==> src/rtl/jtsdram_arb_if.sv <==
// ---------------------------------------------------------------------------
// jtsdram_arb_if
// Bundles the signals between the SDRAM bus arbiter, the four bank test
// engines and the refresh engine.
//
//   req          4  level request per bank, held for the whole burst
//   grant        4  one-hot grant, at most one bit set
//   grant_idx    2  index of the current or most recent grant
//   bus_busy     1  high while a bank owns the bus or a refresh runs
//   rfsh_start   1  one-cycle pulse launching a refresh
//   rfsh_done    1  pulse from the refresh engine on completion
//   rfsh_late    1  sticky: a refresh period expired with one still pending
//   err_timeout  1  sticky: a bank was forcibly released
//
// Modports: master = arbiter side, slave = requester / refresh-engine side.
// ---------------------------------------------------------------------------
interface jtsdram_arb_if;
    logic [3:0] req;
    logic [3:0] grant;
    logic [1:0] grant_idx;
    logic       bus_busy;
    logic       rfsh_start;
    logic       rfsh_done;
    logic       rfsh_late;
    logic       err_timeout;

    modport master (
        input  req,
        input  rfsh_done,
        output grant,
        output grant_idx,
        output bus_busy,
        output rfsh_start,
        output rfsh_late,
        output err_timeout
    );

    modport slave (
        output req,
        output rfsh_done,
        input  grant,
        input  grant_idx,
        input  bus_busy,
        input  rfsh_start,
        input  rfsh_late,
        input  err_timeout
    );
endinterface

==> src/rtl/jtsdram_arb.sv <==
// ---------------------------------------------------------------------------
// jtsdram_arb
// Round-robin arbiter sharing the SDRAM command/address bus between the four
// per-bank test engines and the refresh engine. One owner at a time, one
// turnaround cycle between owners, periodic refresh with priority over banks.
//
// Ports:
//   rst   in  asynchronous, active-high reset
//   clk   in  clock
//   bus   jtsdram_arb_if.master (req, rfsh_done in; grant, grant_idx,
//         bus_busy, rfsh_start, rfsh_late, err_timeout out)
//
// Parameters:
//   RFSH_PERIOD  cycles between refresh requests (16..65535)
//   IDX_W        grant index width (2, four requesters)
//   TIMEOUT      max cycles a bank may hold the bus (timeout build only)
//
// Build option: define JTSDRAM_ARB_TIMEOUT_EN to bound bank hold time and
// drive err_timeout; otherwise grants are unbounded and err_timeout is 0.
// ---------------------------------------------------------------------------
module jtsdram_arb #(
    parameter int unsigned RFSH_PERIOD = 780,
    parameter int unsigned IDX_W       = 2,
    parameter int unsigned TIMEOUT     = 1024
) (
    input  logic          rst,
    input  logic          clk,
    jtsdram_arb_if.master bus
);

    localparam int unsigned NREQ = 1 << IDX_W;

    typedef enum logic [1:0] {
        IDLE,
        GRANT,
        GAP,
        RFSH
    } state_t;

    state_t            state, state_nx;
    logic [NREQ-1:0]   grant, grant_nx;
    logic [IDX_W-1:0]  idx, idx_nx;
    logic              rfsh_start, start_nx;
    logic              take_rfsh;

    logic [15:0]       rfsh_cnt;
    logic              rfsh_exp;
    logic              rfsh_pend;
    logic              rfsh_late;

    logic [NREQ-1:0]   eligible;
    logic              timeout_hit;
    logic              pick_ok;
    logic [IDX_W-1:0]  pick_idx;
    logic [IDX_W-1:0]  cand;

    assign rfsh_exp = (rfsh_cnt == 16'd0);

    // Round-robin scan starting just after the most recent grant.
    always_comb begin
        pick_ok  = 1'b0;
        pick_idx = idx;
        cand     = '0;
        for (int unsigned i = 1; i <= NREQ; i++) begin
            cand = idx + IDX_W'(i);
            if (!pick_ok && eligible[cand]) begin
                pick_ok  = 1'b1;
                pick_idx = cand;
            end
        end
    end

    always_comb begin
        state_nx  = state;
        grant_nx  = grant;
        idx_nx    = idx;
        start_nx  = 1'b0;
        take_rfsh = 1'b0;
        case (state)
            IDLE: begin
                if (rfsh_pend) begin
                    state_nx  = RFSH;
                    start_nx  = 1'b1;
                    take_rfsh = 1'b1;
                end else if (pick_ok) begin
                    grant_nx           = '0;
                    grant_nx[pick_idx] = 1'b1;
                    idx_nx             = pick_idx;
                    state_nx           = GRANT;
                end
            end
            GRANT: begin
                if (!bus.req[idx] || timeout_hit) begin
                    grant_nx = '0;
                    state_nx = GAP;
                end
            end
            GAP: begin
                state_nx = IDLE;
            end
            RFSH: begin
                // A done pulse coincident with the start pulse belongs to
                // no refresh of ours; only later samples count.
                if (bus.rfsh_done && !rfsh_start) begin
                    state_nx = GAP;
                end
            end
            default: begin
                state_nx = IDLE;
                grant_nx = '0;
            end
        endcase
    end

    always_ff @(posedge clk or posedge rst) begin
        if (rst) begin
            state      <= IDLE;
            grant      <= '0;
            idx        <= '1;
            rfsh_start <= 1'b0;
        end else begin
            state      <= state_nx;
            grant      <= grant_nx;
            idx        <= idx_nx;
            rfsh_start <= start_nx;
        end
    end

    // Free-running refresh timer; requests are not queued, a second expiry
    // while one is still waiting only flags rfsh_late.
    always_ff @(posedge clk or posedge rst) begin
        if (rst) begin
            rfsh_cnt  <= 16'(RFSH_PERIOD - 1);
            rfsh_pend <= 1'b0;
            rfsh_late <= 1'b0;
        end else begin
            rfsh_cnt  <= rfsh_exp ? 16'(RFSH_PERIOD - 1) : rfsh_cnt - 16'd1;
            rfsh_pend <= rfsh_exp | (rfsh_pend & ~take_rfsh);
            if (rfsh_exp && rfsh_pend && !take_rfsh) begin
                rfsh_late <= 1'b1;
            end
        end
    end

`ifdef JTSDRAM_ARB_TIMEOUT_EN
    localparam int unsigned HOLD_W = (TIMEOUT > 2) ? $clog2(TIMEOUT) : 1;

    logic [HOLD_W-1:0] hold_cnt;
    logic [NREQ-1:0]   blocked;
    logic              err_timeout;

    assign timeout_hit = (state == GRANT) && bus.req[idx] &&
                         (hold_cnt == HOLD_W'(TIMEOUT - 1));

    // A forcibly released bank stays out of the scan until its req is seen
    // low, so it cannot immediately recapture the bus.
    assign eligible = bus.req & ~blocked;

    always_ff @(posedge clk or posedge rst) begin
        if (rst) begin
            hold_cnt    <= '0;
            blocked     <= '0;
            err_timeout <= 1'b0;
        end else begin
            if (state == IDLE) begin
                hold_cnt <= '0;
            end else if (state == GRANT) begin
                hold_cnt <= hold_cnt + 1'b1;
            end
            for (int unsigned i = 0; i < NREQ; i++) begin
                if (timeout_hit && idx == IDX_W'(i)) begin
                    blocked[i] <= 1'b1;
                end else if (!bus.req[i]) begin
                    blocked[i] <= 1'b0;
                end
            end
            if (timeout_hit) begin
                err_timeout <= 1'b1;
            end
        end
    end

    assign bus.err_timeout = err_timeout;
`else
    assign timeout_hit     = 1'b0;
    assign eligible        = bus.req;
    assign bus.err_timeout = 1'b0;
`endif

    assign bus.grant      = grant;
    assign bus.grant_idx  = idx;
    assign bus.bus_busy   = (state == GRANT) || (state == RFSH);
    assign bus.rfsh_start = rfsh_start;
    assign bus.rfsh_late  = rfsh_late;

endmodule

==> src/flat_wrapper.sv <==
// flat-port wrapper written by rule: the top's interface ports become plain ports
module jtsdram_arb_flat 
#(
    parameter int unsigned RFSH_PERIOD = 780,
    parameter int unsigned IDX_W       = 2,
    parameter int unsigned TIMEOUT     = 1024
)
  (rst, clk, bus_req, bus_rfsh_done, bus_grant, bus_grant_idx, bus_bus_busy, bus_rfsh_start, bus_rfsh_late, bus_err_timeout);
  jtsdram_arb_if bus_i ();
  input  logic rst;
  input  logic clk;
  input wire logic [$bits(bus_i.req)-1:0] bus_req;
  input wire logic [$bits(bus_i.rfsh_done)-1:0] bus_rfsh_done;
  output wire logic [$bits(bus_i.grant)-1:0] bus_grant;
  output wire logic [$bits(bus_i.grant_idx)-1:0] bus_grant_idx;
  output wire logic [$bits(bus_i.bus_busy)-1:0] bus_bus_busy;
  output wire logic [$bits(bus_i.rfsh_start)-1:0] bus_rfsh_start;
  output wire logic [$bits(bus_i.rfsh_late)-1:0] bus_rfsh_late;
  output wire logic [$bits(bus_i.err_timeout)-1:0] bus_err_timeout;
  assign bus_i.req = bus_req;
  assign bus_i.rfsh_done = bus_rfsh_done;
  assign bus_grant = bus_i.grant;
  assign bus_grant_idx = bus_i.grant_idx;
  assign bus_bus_busy = bus_i.bus_busy;
  assign bus_rfsh_start = bus_i.rfsh_start;
  assign bus_rfsh_late = bus_i.rfsh_late;
  assign bus_err_timeout = bus_i.err_timeout;
  jtsdram_arb #(.RFSH_PERIOD(RFSH_PERIOD), .IDX_W(IDX_W), .TIMEOUT(TIMEOUT)) u_core (.rst(rst), .clk(clk), .bus(bus_i));
endmodule
==> config.mk <==
export PLATFORM = sky130hd
export DESIGN_NAME = jtsdram_arb_flat
export DESIGN_NICKNAME = d
export VERILOG_FILES = /design/src/rtl/jtsdram_arb_if.sv /design/src/rtl/jtsdram_arb.sv /design/src/flat_wrapper.sv
export SDC_FILE = /design/constraint.sdc
export NUM_CORES = 1
export LEC_CHECK = 0
export ABC_CLOCK_PERIOD_IN_PS = 2550
export CAP_MARGIN = 0
export CORE_MARGIN = 1.5
export CORE_UTILIZATION = 40
export CTS_CLUSTER_DIAMETER = 60
export CTS_CLUSTER_SIZE = 8
export DETAILED_ROUTE_END_ITERATION = 8
export SLEW_MARGIN = 15
export SYNTH_ARGS = -nofsm -noshare
export SYNTH_HDL_FRONTEND = slang
export SYNTH_SLANG_ARGS = --single-unit
==> constraint.sdc <==
create_clock -name clk -period 2.55 [get_ports clk]
set_clock_uncertainty 0.1 [all_clocks]
set_input_delay 0.51 -clock clk [delete_from_list [all_inputs] [get_ports clk]]
set_output_delay 0.51 -clock clk [all_outputs]
set_load 0.01 [all_outputs]
==> flow_metrics.py <==
metrics = {
    "critical_path": {
        "cpPeakStageDelay_ps": 630,
        "cp_data_arrival_time_ps": 1510,
        "cp_top_family": "flip-flops",
        "path_class": "flip-flop to primary output",
        "worst-path-buf-inv": 1,
        "worstPathRequired_ps": 1940,
        "crit_path_end_kind": "primary output",
        "path_max_fanout": 8,
        "rr_endpoint": "u_core.rfsh_cnt[14]",
        "timing.rr.start": "u_core.rfsh_cnt[0]",
        "regToRegSetupSlack_ps": 490,
        "path_depth": 1,
        "crit_path_start_kind": "flip-flop",
        "startpoint": "u_core.bus.grant_idx[1]",
        "crit_chain": "clkdlybuf4s50_1",
        "reg2regPathDepth": 6,
        "crit_slowest_cell": "dfstp_2",
        "crit_end": "bus_grant_idx[1]",
    },
    "synthesis": {
        "ys_top_cells_by_count": "dfrtp_1 (20), nor2_1 (15), nand2_1 (11), dfstp_2 (7), o21ai_0 (7)",
        "synth_area_leaders": "dfrtp_1 (37%), dfstp_2 (14%), nor2_1 (4.2%), xnor2_1 (3.9%), nand2_1 (3.1%)",
        "synth_ff_type": "dfrtp_1",
        "synthDominantCellAreaShare_pct": 37.3,
        "syn_nets": 136,
        "synth.most_common_cell": "dfrtp_1",
        "syn_avg_cell_area_sq_um": 10.5,
        "async_reset_ff_share_pct": 100,
        "yosys_warnings": 0,
        "ys_ff_latch": 27,
        "synth_cell_types": 41,
        "synth-seq-area-share_pct": 51.0,
        "netlist_instances": 128,
        "yosysTopAreaCell": "dfrtp_1",
        "netlist_area_sq_um": 1340,
        "synth-edff-count": 0,
    },
    "flow_run": {
        "cap_violations": 0,
    },
    "floorplanning": {
        "start_util_pct": 42.9,
        "die_area_sq_um": 3710,
        "core_area_sq_um": 3130,
        "die_y_um": 60.9,
        "die_w_um": 60.9,
        "fp-row-count": 20,
        "io_pins": 17,
    },
    "sta": {
        "setup_viol": 0,
        "fin_crit_ps": 2120,
        "rsz0062_at_grt": "no",
        "relSlewSlack_pct": 60.6,
        "timing.final.crit_share_pct": 83.1,
        "finalSetupTns_ps": 0,
        "slew_viol_final": 0,
        "hold_viol_final": 0,
        "whs_ps": 389,
        "worst_pin_slew_ps": 590,
        "fmax_ghz": 0.472,
    },
    "pwr": {
        "swShare_pct": 31.7,
        "ir_worst_vdd_v": 0.000478,
        "p_comb_share_pct": 32.9,
        "p_clk_share_pct": 16.2,
        "power_density_nw_per_um2": 699,
        "pwr-share-seq_pct": 50.8,
        "intPower_uw": 753,
        "switchingPower_uw": 350,
        "leakage_nw": 0.660,
    },
    "worst_hold_path": {
        "hold_path_class": "flip-flop to flip-flop",
    },
    "status": {
        "run_status": "complete, no violations",
    },
    "clocking": {
        "cts_root_buf": "clkbuf_4",
        "holdBufCountCts": 0,
        "clkTransAtPathRegs_ps": 140,
        "cts.sinks": 27,
        "cts.htree.levels": 1,
        "clockBufferDepth": 2,
        "cts_made_buffers": 3,
        "post_cts_buffers": 0,
        "cts_tree": "yes",
        "worstSkewPairLatency_ps": 310,
        "cts.repair.resized": 0,
    },
    "layout": {
        "fin_cells": 189,
        "drive_above_1_share_pct": 13.1,
        "nNetsFinal": 154,
        "final_area_sq_um": 1580,
        "antenna_cells": 0,
        "multi_input_area_sq_um": 623,
        "area_growth_pct": 17.5,
        "seqCellArea_sq_um": 684,
        "num-fill-cells": 294,
    },
    "global_routing": {
        "grt_use_met1_pct": 19.1,
        "grt.busiest_layer": "met2",
        "grt_pass1_wl_um": 4140,
        "use_met2_pct": 25.2,
        "met3_usage_pct": 2.56,
        "grt_max_degree": 15,
        "grt-ovfl-total": 0,
        "antenna_found_initial": 0,
        "grt_pass1_vias": 1014,
        "track_usage_pct": 14.7,
    },
    "drt": {
        "drtIter0Drc": 14,
        "vias": 978,
        "antenna_left": 0,
        "first_pass_iters": 4,
        "wl_per_cell_um": 12.4,
        "viasPerCell": 5.17,
        "drc": 0,
        "drt_wl_total_um": 2340,
    },
    "placement": {
        "gp_congestion": 0.733,
        "portBuffers": 15,
        "place_area_sq_um": 1550,
        "dp_hpwl_um": 1760,
        "placedCellCount": 185,
    },
}
-- power groups by stage --
stage               Sequential (mW)  Combinational (mW)  Clock [mW]
floorplan                     0.572               0.213           0
global placement              0.569               0.364           0
detailed placement            0.565               0.365           0
CTS                           0.561               0.365       0.191
global route                  0.572               0.400       0.207
finish                        0.561               0.363       0.179
-- worst min path at each step --
stage	start	end	slack, ps	cells after the start
after floorplan	u_core.rfsh_cnt[0]	u_core.rfsh_cnt[0]	350	1
after global placement	u_core.rfsh_cnt[0]	u_core.rfsh_cnt[0]	360	1
after detailed placement	u_core.bus.rfsh_late	u_core.bus.rfsh_late	360	1
after CTS	u_core.bus.rfsh_late	u_core.bus.rfsh_late	400	1
after global routing	u_core.rfsh_cnt[0]	u_core.rfsh_cnt[0]	420	1
final	u_core.bus.rfsh_late	u_core.bus.rfsh_late	390	1
-- area by class of cell --
| class | instances | area share (%) |
|---|---|---|
| Clock buffer | 4 | 1.67 |
| Inverter | 5 | 1.19 |
| Multi-Input combinational cell | 93 | 39.5 |
| Sequential cell | 27 | 43.4 |
| Tap cell | 44 | 3.49 |
| Timing Repair Buffer | 16 | 10.8 |
-- kinds of logic (layout without fill, tap and decap cells) --
logic type / count (synthesis) / in the layout / share of synthesized area [%]
multiplexers: 3 / 3 / 3.35
AND/OR/NAND/NOR: 55 / 55 / 24.0
flip-flops: 27 / 27 / 51.0
adder cells (fa/ha/maj): 1 / 1 / 0.932
AO/OA/AOI/OAI: 23 / 23 / 11.3
buffers and inverters: 8 / 25 / 2.61
XOR/XNOR: 10 / 10 / 6.52
other: 1 / 1 / 0.279
-- layer usage --
layer / share of wire, % / wire, um / up-vias
met5: 0 / 0 / -
met3: 2.4 / 56 / 2
met4: 0.51 / 12 / 0
li1: - / - / 486
met2: 49 / 1140 / 15
met1: 48 / 1130 / 475
-- placed cells by master (no fill, tap or decap), types with 2 or more instances in the layout --
cell             count
dfrtp_1             20
dfstp_2              7
nor4_1               2
a22o_1               2
xnor2_1              6
a21o_1               3
nand2_1             11
nand3_1              2
nor2_1              15
a31oi_1              2
nand4b_1             2
nor3_1               4
nor2b_1              3
a21oi_1              2
inv_1                5
clkdlybuf4s50_1     15
nand2b_1             4
clkbuf_4             3
nor3b_1              2
xor2_1               4
o31ai_1              4
o21ai_0              7
-- sequential cells by signal, summed over array words and instances (netlist names) --
name                   flops
u_core.bus.rfsh_start      1
u_core.bus.rfsh_late       1
u_core.rfsh_cnt           16
u_core.rfsh_pend           1
u_core.state               2
u_core.bus.grant_idx       2
u_core.bus.grant           4
-- metrics by stage --
step | power [mW] | worst slack (ps) | utilization (%)
floorplan | 0.786 | 733 | -
global placement | 0.934 | 338 | 49.6
detailed placement | 0.931 | 335 | 49.6
CTS | 1.12 | 413 | 50.4
global route | 1.18 | 359 | 50.4
finish | 1.10 | 432 | 50.4
Power figures use the tool's default switching activity.
